--- config.mk ---
export PLATFORM = sky130hd
export DESIGN_NAME = neural_layer_engine_flat
export DESIGN_NICKNAME = d
export VERILOG_FILES = /design/src/rtl/neural_layer_engine_if.sv /design/src/rtl/neural_layer_engine.sv /design/src/flat_wrapper.sv
export SDC_FILE = /design/constraint.sdc
export NUM_CORES = 1
export LEC_CHECK = 0
export CAP_MARGIN = 0
export CORE_MARGIN = 5
export CORE_UTILIZATION = 57
export CTS_CLUSTER_DIAMETER = 60
export CTS_CLUSTER_SIZE = 16
export DETAILED_ROUTE_END_ITERATION = 6
export GPL_TIMING_DRIVEN = 0
export PLACE_DENSITY = 0.83
export SLEW_MARGIN = 25
export SYNTH_ARGS = -nofsm -noshare
export SYNTH_HDL_FRONTEND = slang
export SYNTH_SLANG_ARGS = --single-unit
--- constraint.sdc ---
create_clock -name clk -period 3.9 [get_ports clk]
set_input_delay 0.39 -clock clk [delete_from_list [all_inputs] [get_ports clk]]
set_output_delay 0.39 -clock clk [all_outputs]
set_load 0.1 [all_outputs]
--- src/rtl/neural_layer_engine_if.sv ---
// rtl/neural_layer_engine_if.sv - memory-side bus of the layer engine (instruction ROM, weight ROM, neuron RAM)
interface neural_layer_engine_if #(
    parameter int DATA_W = 8,
    parameter int ADDR_W = 8
);
    logic [ADDR_W-1:0] instr_addr;
    logic [ADDR_W-1:0] instr_data;
    logic [ADDR_W-1:0] weight_addr;
    logic [DATA_W-1:0] weight_data;
    logic [ADDR_W-1:0] nram_rd_addr;
    logic [DATA_W-1:0] nram_rd_data;
    logic [ADDR_W-1:0] nram_wr_addr;
    logic [DATA_W-1:0] nram_wr_data;
    logic              nram_wr_en;

    modport master (
        output instr_addr, weight_addr, nram_rd_addr, nram_wr_addr, nram_wr_data, nram_wr_en,
        input  instr_data, weight_data, nram_rd_data
    );

    modport slave (
        input  instr_addr, weight_addr, nram_rd_addr, nram_wr_addr, nram_wr_data, nram_wr_en,
        output instr_data, weight_data, nram_rd_data
    );
endinterface

--- src/rtl/neural_layer_engine.sv ---
// rtl/neural_layer_engine.sv - fully-connected layer sequencer with ping-pong neuron banks
// Define NEURAL_LAYER_ENGINE_RELU_EN to clamp negative outputs to zero (ReLU); default is linear.
module neural_layer_engine #(
    parameter int DATA_W       = 8,
    parameter int ADDR_W       = 8,
    parameter int FRAC_BITS    = 0,
    parameter int RW_BASE_LOW  = 0,
    parameter int RW_BASE_HIGH = 20,
    parameter logic [ADDR_W-1:0] END_OF_PROGRAM = '1
) (
    input  logic              clk,
    input  logic              reset,
    input  logic              start,
    output logic              busy,
    output logic              done,
    neural_layer_engine_if.master mem,
    input  logic [ADDR_W-1:0] ext_rd_addr,
    input  logic [ADDR_W-1:0] ext_wr_addr,
    input  logic [DATA_W-1:0] ext_wr_data,
    input  logic              ext_wr_en,
    output logic [DATA_W-1:0] ext_rd_data,
    output logic [ADDR_W-1:0] result_base,
    output logic [ADDR_W-1:0] result_count
);
    localparam int ACC_W = 2 * DATA_W + ADDR_W;
    localparam logic [ADDR_W-1:0] BASE_LO = ADDR_W'(RW_BASE_LOW);
    localparam logic [ADDR_W-1:0] BASE_HI = ADDR_W'(RW_BASE_HIGH);
    localparam logic signed [ACC_W-1:0] SAT_MAX = ACC_W'((1 << (DATA_W - 1)) - 1);
    localparam logic signed [ACC_W-1:0] SAT_MIN = -SAT_MAX - ACC_W'(1);

    typedef enum logic [2:0] {IDLE, FETCH, DECODE, MAC, DRAIN, WRITE, DONE} state_t;

    state_t state, state_next;

    logic [ADDR_W-1:0] ip;
    logic [ADDR_W-1:0] wptr;
    logic [ADDR_W-1:0] prev;
    logic [ADDR_W-1:0] n_cur;
    logic [ADDR_W-1:0] i_cnt;
    logic [ADDR_W-1:0] j_cnt;
    logic              layer_odd;
    logic signed [ACC_W-1:0] acc;

    logic [ADDR_W-1:0] read_base, write_base;
    logic signed [2*DATA_W-1:0] prod;
    logic signed [ACC_W-1:0]    prod_ext;
    logic signed [ACC_W-1:0]    shifted;
    logic [DATA_W-1:0]          act;
    logic mac_last, neuron_last, eng_wr_en;

    // Odd layers read the low bank; the bank flips only when a layer really completes.
    assign read_base   = layer_odd ? BASE_LO : BASE_HI;
    assign write_base  = layer_odd ? BASE_HI : BASE_LO;
    assign prod        = $signed(mem.weight_data) * $signed(mem.nram_rd_data);
    assign prod_ext    = {{ADDR_W{prod[2*DATA_W-1]}}, prod};
    assign shifted     = acc >>> FRAC_BITS;
    assign mac_last    = (i_cnt + ADDR_W'(1)) >= prev;
    assign neuron_last = (j_cnt + ADDR_W'(1)) >= n_cur;

    always_comb begin
        act = shifted[DATA_W-1:0];
        if (shifted > SAT_MAX) begin
            act = SAT_MAX[DATA_W-1:0];
        end else if (shifted < SAT_MIN) begin
            act = SAT_MIN[DATA_W-1:0];
        end
`ifdef NEURAL_LAYER_ENGINE_RELU_EN
        if (shifted < 0) begin
            act = '0;
        end
`endif
    end

    always_ff @(posedge clk or posedge reset) begin
        if (reset) begin
            state <= IDLE;
        end else begin
            state <= state_next;
        end
    end

    always_comb begin
        state_next = state;
        busy       = 1'b0;
        done       = 1'b0;
        eng_wr_en  = 1'b0;
        case (state)
            IDLE: begin
                if (start) state_next = FETCH;
            end
            FETCH: begin
                busy       = 1'b1;
                state_next = DECODE;
            end
            DECODE: begin
                busy = 1'b1;
                if (mem.instr_data == END_OF_PROGRAM || ip == '1) begin
                    state_next = DONE;
                end else if (ip == '0 || mem.instr_data == '0) begin
                    state_next = FETCH;
                end else begin
                    state_next = MAC;
                end
            end
            MAC: begin
                busy = 1'b1;
                if (mac_last) state_next = DRAIN;
            end
            DRAIN: begin
                busy       = 1'b1;
                state_next = WRITE;
            end
            WRITE: begin
                busy       = 1'b1;
                eng_wr_en  = 1'b1;
                state_next = neuron_last ? FETCH : MAC;
            end
            DONE: begin
                done       = 1'b1;
                state_next = IDLE;
            end
            default: state_next = IDLE;
        endcase
    end

    always_ff @(posedge clk or posedge reset) begin
        if (reset) begin
            ip           <= '0;
            wptr         <= '0;
            prev         <= '0;
            n_cur        <= '0;
            i_cnt        <= '0;
            j_cnt        <= '0;
            layer_odd    <= 1'b1;
            acc          <= '0;
            result_base  <= BASE_LO;
            result_count <= '0;
        end else begin
            case (state)
                IDLE: begin
                    if (start) begin
                        ip           <= '0;
                        wptr         <= '0;
                        prev         <= '0;
                        layer_odd    <= 1'b1;
                        result_base  <= BASE_LO;
                        result_count <= '0;
                    end
                end
                DECODE: begin
                    if (state_next == MAC) begin
                        n_cur <= mem.instr_data;
                        i_cnt <= '0;
                        j_cnt <= '0;
                    end else if (state_next == FETCH) begin
                        ip <= ip + ADDR_W'(1);
                        // Instruction 0 is the input-layer size; it is the result until a layer runs.
                        if (ip == '0) begin
                            prev         <= mem.instr_data;
                            result_count <= mem.instr_data;
                        end
                    end
                end
                MAC: begin
                    // Read data lags the address by one cycle, so cycle 0 only clears.
                    acc   <= (i_cnt == '0) ? '0 : acc + prod_ext;
                    wptr  <= wptr + ADDR_W'(1);
                    i_cnt <= i_cnt + ADDR_W'(1);
                end
                DRAIN: begin
                    acc <= acc + prod_ext;
                end
                WRITE: begin
                    i_cnt <= '0;
                    if (neuron_last) begin
                        prev         <= n_cur;
                        result_base  <= write_base;
                        result_count <= n_cur;
                        ip           <= ip + ADDR_W'(1);
                        layer_odd    <= ~layer_odd;
                    end else begin
                        j_cnt <= j_cnt + ADDR_W'(1);
                    end
                end
                default: ;
            endcase
        end
    end

    assign mem.instr_addr   = ip;
    assign mem.weight_addr  = wptr;
    assign mem.nram_rd_addr = busy ? read_base + i_cnt : ext_rd_addr;
    assign mem.nram_wr_addr = busy ? write_base + j_cnt : ext_wr_addr;
    assign mem.nram_wr_data = busy ? act : ext_wr_data;
    assign mem.nram_wr_en   = busy ? eng_wr_en : ext_wr_en;
    assign ext_rd_data      = mem.nram_rd_data;
endmodule

--- src/flat_wrapper.sv ---
// flat-port wrapper written by rule: the top's interface ports become plain ports
module neural_layer_engine_flat 
#(
    parameter int DATA_W       = 8,
    parameter int ADDR_W       = 8,
    parameter int FRAC_BITS    = 0,
    parameter int RW_BASE_LOW  = 0,
    parameter int RW_BASE_HIGH = 20,
    parameter logic [ADDR_W-1:0] END_OF_PROGRAM = '1
)
  (clk, reset, start, busy, done, ext_rd_addr, ext_wr_addr, ext_wr_data, ext_wr_en, ext_rd_data, result_base, result_count, mem_instr_addr, mem_weight_addr, mem_nram_rd_addr, mem_nram_wr_addr, mem_nram_wr_data, mem_nram_wr_en, mem_instr_data, mem_weight_data, mem_nram_rd_data);
  neural_layer_engine_if #(.DATA_W(DATA_W), .ADDR_W(ADDR_W)) mem_i ();
  input  logic clk;
  input  logic reset;
  input  logic start;
  output logic busy;
  output logic done;
  input  logic [ADDR_W-1:0] ext_rd_addr;
  input  logic [ADDR_W-1:0] ext_wr_addr;
  input  logic [DATA_W-1:0] ext_wr_data;
  input  logic ext_wr_en;
  output logic [DATA_W-1:0] ext_rd_data;
  output logic [ADDR_W-1:0] result_base;
  output logic [ADDR_W-1:0] result_count;
  output wire logic [$bits(mem_i.instr_addr)-1:0] mem_instr_addr;
  output wire logic [$bits(mem_i.weight_addr)-1:0] mem_weight_addr;
  output wire logic [$bits(mem_i.nram_rd_addr)-1:0] mem_nram_rd_addr;
  output wire logic [$bits(mem_i.nram_wr_addr)-1:0] mem_nram_wr_addr;
  output wire logic [$bits(mem_i.nram_wr_data)-1:0] mem_nram_wr_data;
  output wire logic [$bits(mem_i.nram_wr_en)-1:0] mem_nram_wr_en;
  input wire logic [$bits(mem_i.instr_data)-1:0] mem_instr_data;
  input wire logic [$bits(mem_i.weight_data)-1:0] mem_weight_data;
  input wire logic [$bits(mem_i.nram_rd_data)-1:0] mem_nram_rd_data;
  assign mem_instr_addr = mem_i.instr_addr;
  assign mem_weight_addr = mem_i.weight_addr;
  assign mem_nram_rd_addr = mem_i.nram_rd_addr;
  assign mem_nram_wr_addr = mem_i.nram_wr_addr;
  assign mem_nram_wr_data = mem_i.nram_wr_data;
  assign mem_nram_wr_en = mem_i.nram_wr_en;
  assign mem_i.instr_data = mem_instr_data;
  assign mem_i.weight_data = mem_weight_data;
  assign mem_i.nram_rd_data = mem_nram_rd_data;
  neural_layer_engine #(.DATA_W(DATA_W), .ADDR_W(ADDR_W), .FRAC_BITS(FRAC_BITS), .RW_BASE_LOW(RW_BASE_LOW), .RW_BASE_HIGH(RW_BASE_HIGH), .END_OF_PROGRAM(END_OF_PROGRAM)) u_core (.clk(clk), .reset(reset), .start(start), .busy(busy), .done(done), .mem(mem_i), .ext_rd_addr(ext_rd_addr), .ext_wr_addr(ext_wr_addr), .ext_wr_data(ext_wr_data), .ext_wr_en(ext_wr_en), .ext_rd_data(ext_rd_data), .result_base(result_base), .result_count(result_count));
endmodule
Word level (Yosys, flattened, before mapping)
Index checks and enable logic that the tools add are counted.

$add $sub $neg: 8. Multiply operators: 1. Magnitude comparators: 4. Equal/unequal tests: 17. Mux-type cells: 39. Bitwise logic cells: 1. Reduce and logical (&&, ||, !) cells: 20.

Operator list (number): $mux W8 (16); $pmux W8 S3 (3); $pmux W24 S2 (1); $pmux W8 S2 (3); $add A8 B1 Y8 const B (4); $add A24 B16 Y24 (1); $add A24 B24 Y24 (1); $gt A24 B8 Y1 const B (1); $logic_not A8 Y1 (3); $lt A24 B8 Y1 const B (1); $mux W24 (1); $pmux W3 S6 (1); $add A8 B8 Y8 (2); $eq A8 B8 Y1 const B (2); $ge A8 B8 Y1 (2); $mul A8 B8 Y16 (1); $mux W5 (2); $eq A3 B2 Y1 const B (3); $eq A3 B3 Y1 const B (3); $mux W3 (3); $ne A2 B1 Y1 const B (4); $reduce_bool A2 Y1 (4); $eq A3 B1 Y1 const B (2); $mux W1 (6); other kinds (12) (20).

Flip-flop bits (word level): 84. Bits of input ports: 52. Output and inout port bits: 67.

Depth between registers and ports, before layout
Gate-level depths: netlist (run 1).

Depth after elaboration: 9. Depth in mapped cells: 29.

Least setup slack after synthesis (run 1)
No wires, ideal clock.

Path type: input port to flip-flop. Start: input mem_nram_rd_data[3]. End: register u_core.acc[22]. Arrival time: 6297 ps. Data required time: 3779 ps. Setup slack: -2518 ps. Stages: 25. Buffers on the path: 1. Cell sequence: and2_1 fa_1 inv_1 fa_1 inv_1 fa_1 inv_1 fa_1 inv_1 ha_1 and2_1 o21ai_0 o31ai_1 o41ai_1 xnor2_1 ha_1 clkbuf_1 a21oi_1 o21ai_0 a21o_1 a221o_1 a31oi_1 o21ai_1 xor2_1 a22o_1.

Cells in the longest elaborated chain, start to end: 4. Elaborated cells between the ends (all ways): 5. Those cells by class: 2 x add/sub; 1 x mul; 2 x mux.

RTL lines: start, declared (line flat_wrapper.sv:33) `input wire logic [$bits(mem_i.nram_rd_data)-1:0] mem_nram_rd_data;`; $mul A8 B8 Y16 * (line neural_layer_engine.sv:54) `assign prod = $signed(mem.weight_data) * $signed(mem.nram_rd_data);`; $add A24 B24 Y24 (line neural_layer_engine.sv:166) `acc <= (i_cnt == '0) ? '0 : acc + prod_ext;`; $mux W24 (line neural_layer_engine.sv:166); $pmux W24 S2 * (line neural_layer_engine.sv:139) `case (state)`; end signal, assigned (line neural_layer_engine.sv:166); end signal, assigned (line neural_layer_engine.sv:171) `acc <= acc + prod_ext;`; end, declared (line neural_layer_engine.sv:42) `logic signed [ACC_W-1:0] acc;`.

Mark *: on every way between the ends. The rest lies on a longest branch, timed or not. A chain may end at the register's enable or synchronous reset.

Final worst setup path (run 1)
Start: input mem_weight_data[3]. End: register u_core.acc[23].

Cells in the longest elaborated chain, start to end: 4. Elaborated cells between the ends (all ways): 5. Those cells by class: 2 x add/sub; 1 x mul; 2 x mux.

RTL lines: start, declared (line flat_wrapper.sv:32) `input wire logic [$bits(mem_i.weight_data)-1:0] mem_weight_data;`; $mul A8 B8 Y16 * (line neural_layer_engine.sv:54); $add A24 B24 Y24 (line neural_layer_engine.sv:166); $mux W24 (line neural_layer_engine.sv:166); $pmux W24 S2 * (line neural_layer_engine.sv:139).

Marks and branches as above.

==> results of run 1 <==
==> critical path: cells and delay by family <==
family | cells | cell delay [ps]
and+or+nand+nor | 3 | 650
adders and majority gates | 6 | 2510
xor gates and xnor gates | 2 | 320
AOI/OAI and AO/OA | 13 | 1900
buffers and inverters | 5 | 370
==> cell type report <==
cell class	count	area, sq um
tap	184	230
buffer	36	213
clock buffer	10	229
fill	959	3510
timing repair buffer	156	1520
sequential	77	1930
clock inverter	5	60.1
multi-input combinational	711	6230
inverter	130	490
==> path summary, 6_finish.rpt <==
| kind | from | to | depth (start not counted) |
|---|---|---|---|
| max in group asynchronous | reset | u_core.layer_odd$_DFFE_PP1P_ | 3 |
| worst min register to register | u_core.mem.weight_addr[7]$_DFFE_PP0P_ | u_core.mem.weight_addr[7]$_DFFE_PP0P_ | 1 |
| worst max-delay path | mem_weight_data[3] | u_core.acc[23]$_DFFE_PP0P_ | 29 |
| worst max register to register | u_core.i_cnt[2]$_DFFE_PP0P_ | u_core.result_count[0]$_DFFE_PP0P_ | 14 |
| worst min-delay path | reset | u_core.mem.instr_addr[7]$_DFFE_PP0P_ | 2 |
| min in group clk | u_core.mem.weight_addr[7]$_DFFE_PP0P_ | u_core.mem.weight_addr[7]$_DFFE_PP0P_ | 1 |
==> registers in the layout (all words and copies together) (netlist names) <==
register	count
u_core.acc	24
u_core.state	3
u_core.n_cur	8
u_core.result_base	1
u_core.result_count	8
u_core.layer_odd	1
u_core.j_cnt	8
u_core.mem.weight_addr	8
u_core.i_cnt	8
u_core.mem.instr_addr	8
==> cells in the final DEF (no fill, tap or decap), types with 29 or more instances in the layout <==
master           count
inv_1              117
xnor2_1             38
nor2_1              47
o21ai_0             34
fa_1                54
nand2_1             80
and2_1              41
dfrtp_1             73
clkdlybuf4s50_1     84
buf_4               52
a21oi_1             29
ha_1                65
==> layer usage <==
| layer | vias to the layer above | global-route usage (%) | wire [um] | part of all wire, % |
|---|---|---|---|---|
| li1 | 3558 | - | - | - |
| met1 | 3697 | 35.1 | 9170 | 40 |
| met2 | 364 | 42.6 | 11400 | 50 |
| met3 | 62 | 3.58 | 1840 | 8.0 |
| met4 | 0 | 8.11 | 597 | 2.6 |
| met5 | - | 0 | 0 | 0 |
==> kinds of logic after synthesis <==
family          share of synthesized area, %
other cells                           0.0452
simple gates                            17.3
xor+xnor                                6.23
fa+ha+maj                               25.7
mux                                     2.49
compound gates                          16.6
flops                                   23.2
buf+inv                                 8.37
==> per-stage QoR <==
step / hold slack, ps / util (%) / cell area (sq um) / TNS (ps)
detailed placement: 495 / 68.2 / 9830 / -39760
floorplan: 473 / - / 8460 / -20660
global route: 491 / 75.6 / 10900 / -27240
finish: 435 / 75.6 / 10900 / -24680
CTS: 452 / 73.5 / 10600 / -20550
global placement: 484 / 68.0 / 9810 / -38280
==> what timing repair did <==
action,4_1_cts,5_1_grt
gates resized for setup,146,64
endpoints found under the hold margin,0,0
endpoints found under the setup margin,33,61
pin swaps,66,27
buffers inserted,35,10
==> flow_summary.ini, run 1 <==
[timing]
grt_setup_unrepaired = true
maxSlewHeadroom_pct = 25.8
worst_slew_pin_slew_ps = 1100
period_share_pct = 152
skew_ps = 9.62
min_period_ps = 5910
fmaxAchievable_ghz = 0.169
setup_viol = 17
finalMaxSlewViolations = 0
fin_ws_ps = -2010
hold_viol = 0

[worst_setup_path]
critPathLaunchType = primary input
critPathArrivalTime_ps = 6170
rrSetupSlack_ps = 210
cpMaxStageDelayCell = fa_1
path_max_fanout = 8
worstSetupEndpointType = flop
worstSetupPathType = in -> reg
cpPeakStageDelay_ps = 520
required_ps = 4160

[synthesis]
yosys.area.top_type = dfrtp_1
syn_inst = 950
avgSynthCellArea_sq_um = 8.74
synth_most_common_cell = inv_1
ys_top_cells_by_count = 129 x inv_1, 82 x nand2_1, 81 x ha_1
synth_top_area_share_pct = 22.9
synth_area_leaders = dfrtp_1 23%, fa_1 14%, ha_1 12%
synthFlopType = dfrtp_1
seq_area_frac_synth_pct = 23.2
ys_seq_elements = 77
ys_async_sr_fraction_pct = 100
netlist_area_sq_um = 8300
synth.distinct_cells = 66
yosysWarnings = 0
synth_edf_count = 0

[cts]
clockRootBuffer = clkbuf_16
clock_tree.buffer_depth = 2
cts_buffers = 9
clock_latency_ps = 350
htreeDepth = 3
clk_pin_slew_ps = 60
cts_num_sinks = 77
cts-hold-fix-buffers = 0
cts_tree = yes

[global_routing]
grt_start_max_net_pins = 40
grt_pass1_vias = 7493
grt_first_pass_wirelength_mm = 35.9
antenna_found_initial = 0
gr-total-overflow = 0
grt_usage_pct = 25.7

[run_status]
outcome = finished, violations left
violations = negative setup slack

[placement]
numPortBuffers = 112
dpl.cell_count = 1252
place_congestion = 0.876
post-place-ws_ps = -3210
dp_hpwl_mm = 15.7

[floorplanning]
num_io_pins = 119
start_util_pct = 57.5
die_x_um = 131
floorplan.die_area_sq_um = 17100
num_rows = 44
die_h_um = 131
core_sq_um = 14400

[finish]
area_growth_syn_to_layout_pct = 31.5
final_cells = 1309
layout-drive-gt1-share_pct = 18.6
antenna-diode-count = 0
nets = 1310

[drt]
viasPerCell = 5.87
dr.pass1.iters = 5
ant_nets = 0
vias = 7681
wl_per_cell_um = 17.6
wirelength_mm = 23.0
drtIter0Drc = 802
remaining_drc_errors = 0

[worst_hold_path]
hold_class = in -> async

[flow_run]
drv_cap = 0
Power of run 1 is left out: the tool's default activity adds up to more than one toggle a clock period on the data nets, which glitch-free logic cannot reach.
==> run 2, diff against run 1 <==
- PLACE_DENSITY: 0.83 -> 0.86
- SKIP_CTS_REPAIR_TIMING: default -> 1
==> flow_summary.ini, run 2 (synthesis results as in run 1) <==
[run_status]
outcome = finished, violations left
violations = negative setup slack

[timing]
maxSlewHeadroom_pct = 33.4
setup_viol = 17
fmaxAchievable_ghz = 0.166
finalMaxSlewViolations = 0
skew_ps = 8.59
hold_viol = 0
min_period_ps = 6040
fin_ws_ps = -2140
worst_slew_pin_slew_ps = 985
grt_setup_unrepaired = true
period_share_pct = 155

[worst_setup_path]
required_ps = 4150
regToRegEndpoint = u_core.i_cnt[4]$_DFFE_PP0P_
reg2reg_depth = 15
cpPeakStageDelay_ps = 560
endpoint = u_core.acc[23]$_DFFE_PP0P_
worstSetupPathType = in -> reg
startpoint = mem_weight_data[5]
path_max_fanout = 4
worstSetupEndpointType = flop
cpMostUsedCell = a21oi_2
critPathLaunchType = primary input
timing.rr.start = u_core.i_cnt[2]$_DFFE_PP0P_
cpMaxStageDelayCell = fa_1
rrSetupSlack_ps = 30
critPathArrivalTime_ps = 6290

[finish]
most-common-layout-cells = 120 x inv_1, 90 x clkdlybuf4s50_1, 79 x nand2_1
layout-drive-gt1-share_pct = 17.1
area_growth_syn_to_layout_pct = 29.7
final_common_cell = inv_1
fin_area_sq_um = 10800
nets = 1300
largest_reg_flops = 24
top_register = u_core.acc
antenna-diode-count = 0

[drt]
dr.pass1.iters = 6
remaining_drc_errors = 0
wirelength_mm = 23.8
drtIter0Drc = 707
ant_nets = 0
wl_per_cell_um = 18.3
viasPerCell = 6.02
vias = 7830

[global_routing]
gr-total-overflow = 0
grt_start_max_net_pins = 43
grt_first_pass_wirelength_mm = 33.3
use_met3_pct = 3.37
use_met1_pct = 31.6
grt.busiest_layer = met2
grt_pass1_vias = 7151
grt_usage_pct = 23.8
grt_use_met2_pct = 41.1
antenna_found_initial = 0

[cts]
cts_num_sinks = 77
cts_tree = yes
cts_buffers = 9
htreeDepth = 3
clock_latency_ps = 340
clock_tree.buffer_depth = 2
clockRootBuffer = clkbuf_16
clk_pin_slew_ps = 70

[placement]
numPortBuffers = 112
dp_hpwl_mm = 15.7
placedInstanceArea_sq_um = 9830
place_congestion = 0.879

[floorplanning]
die_x_um = 131
num_io_pins = 119
num_rows = 44
die_h_um = 131
core_sq_um = 14400
floorplan.die_area_sq_um = 17100
start_util_pct = 57.5

[worst_hold_path]
hold_class = in -> async

[flow_run]
drv_cap = 0
run 2: through the flow:
stage / setup TNS (ps) / setup slack [ps] / std cells / utilization [%] / hold slack (ps)
3_3_place_gp: -38140 / -3110 / 1251 / 68.0 / 466
6_report: -27290 / -2140 / 1300 / 74.7 / 430
2_1_floorplan: -20660 / -1960 / 955 / - / 473
3_5_place_dp: -40100 / -3190 / 1252 / 68.2 / 472
5_1_grt: -31320 / -2370 / 1300 / 74.7 / 470
4_1_cts: -33350 / -2870 / 1268 / 70.4 / 435
run 2: cell type report:
class | instances | area [sq um]
inverter | 130 | 490
tap | 184 | 230
sequential | 77 | 1930
multi-input combinational | 711 | 6140
clock buffer | 10 | 239
timing repair buffer | 147 | 1460
clock inverter | 6 | 77.6
fill | 915 | 3660
buffer | 35 | 199
run 2: worst min path at each step:
| stage | from | to | slack (ps) | depth (start not counted) |
|---|---|---|---|---|
| after detailed placement | u_core.mem.weight_addr[7]$_DFFE_PP0P_ | u_core.mem.weight_addr[7]$_DFFE_PP0P_ | 470 | 1 |
| final | reset | u_core.mem.instr_addr[7]$_DFFE_PP0P_ | 430 | 2 |
| after global routing | reset | u_core.mem.instr_addr[7]$_DFFE_PP0P_ | 470 | 2 |
| after global placement | u_core.mem.weight_addr[7]$_DFFE_PP0P_ | u_core.mem.weight_addr[7]$_DFFE_PP0P_ | 470 | 1 |
| after CTS | reset | u_core.mem.instr_addr[5]$_DFFE_PP0P_ | 430 | 2 |
| after floorplan | u_core.acc[2]$_DFFE_PP0P_ | u_core.acc[2]$_DFFE_PP0P_ | 470 | 2 |
run 2: per-layer routing:
metal,up-vias,routed length [um]
met3,90,2070
li1,3538,-
met4,0,1060
met2,428,11700
met5,-,0
met1,3774,8920
run 2: critical path: cells and delay by family:
family	cells	cell delay, ps
AOI/OAI and AO/OA	13	1870
xor gates and xnor gates	2	280
adders and majority gates	6	2740
buffers and inverters	5	300
and+or+nand+nor	3	690
Power of run 2 is left out for the same reason.
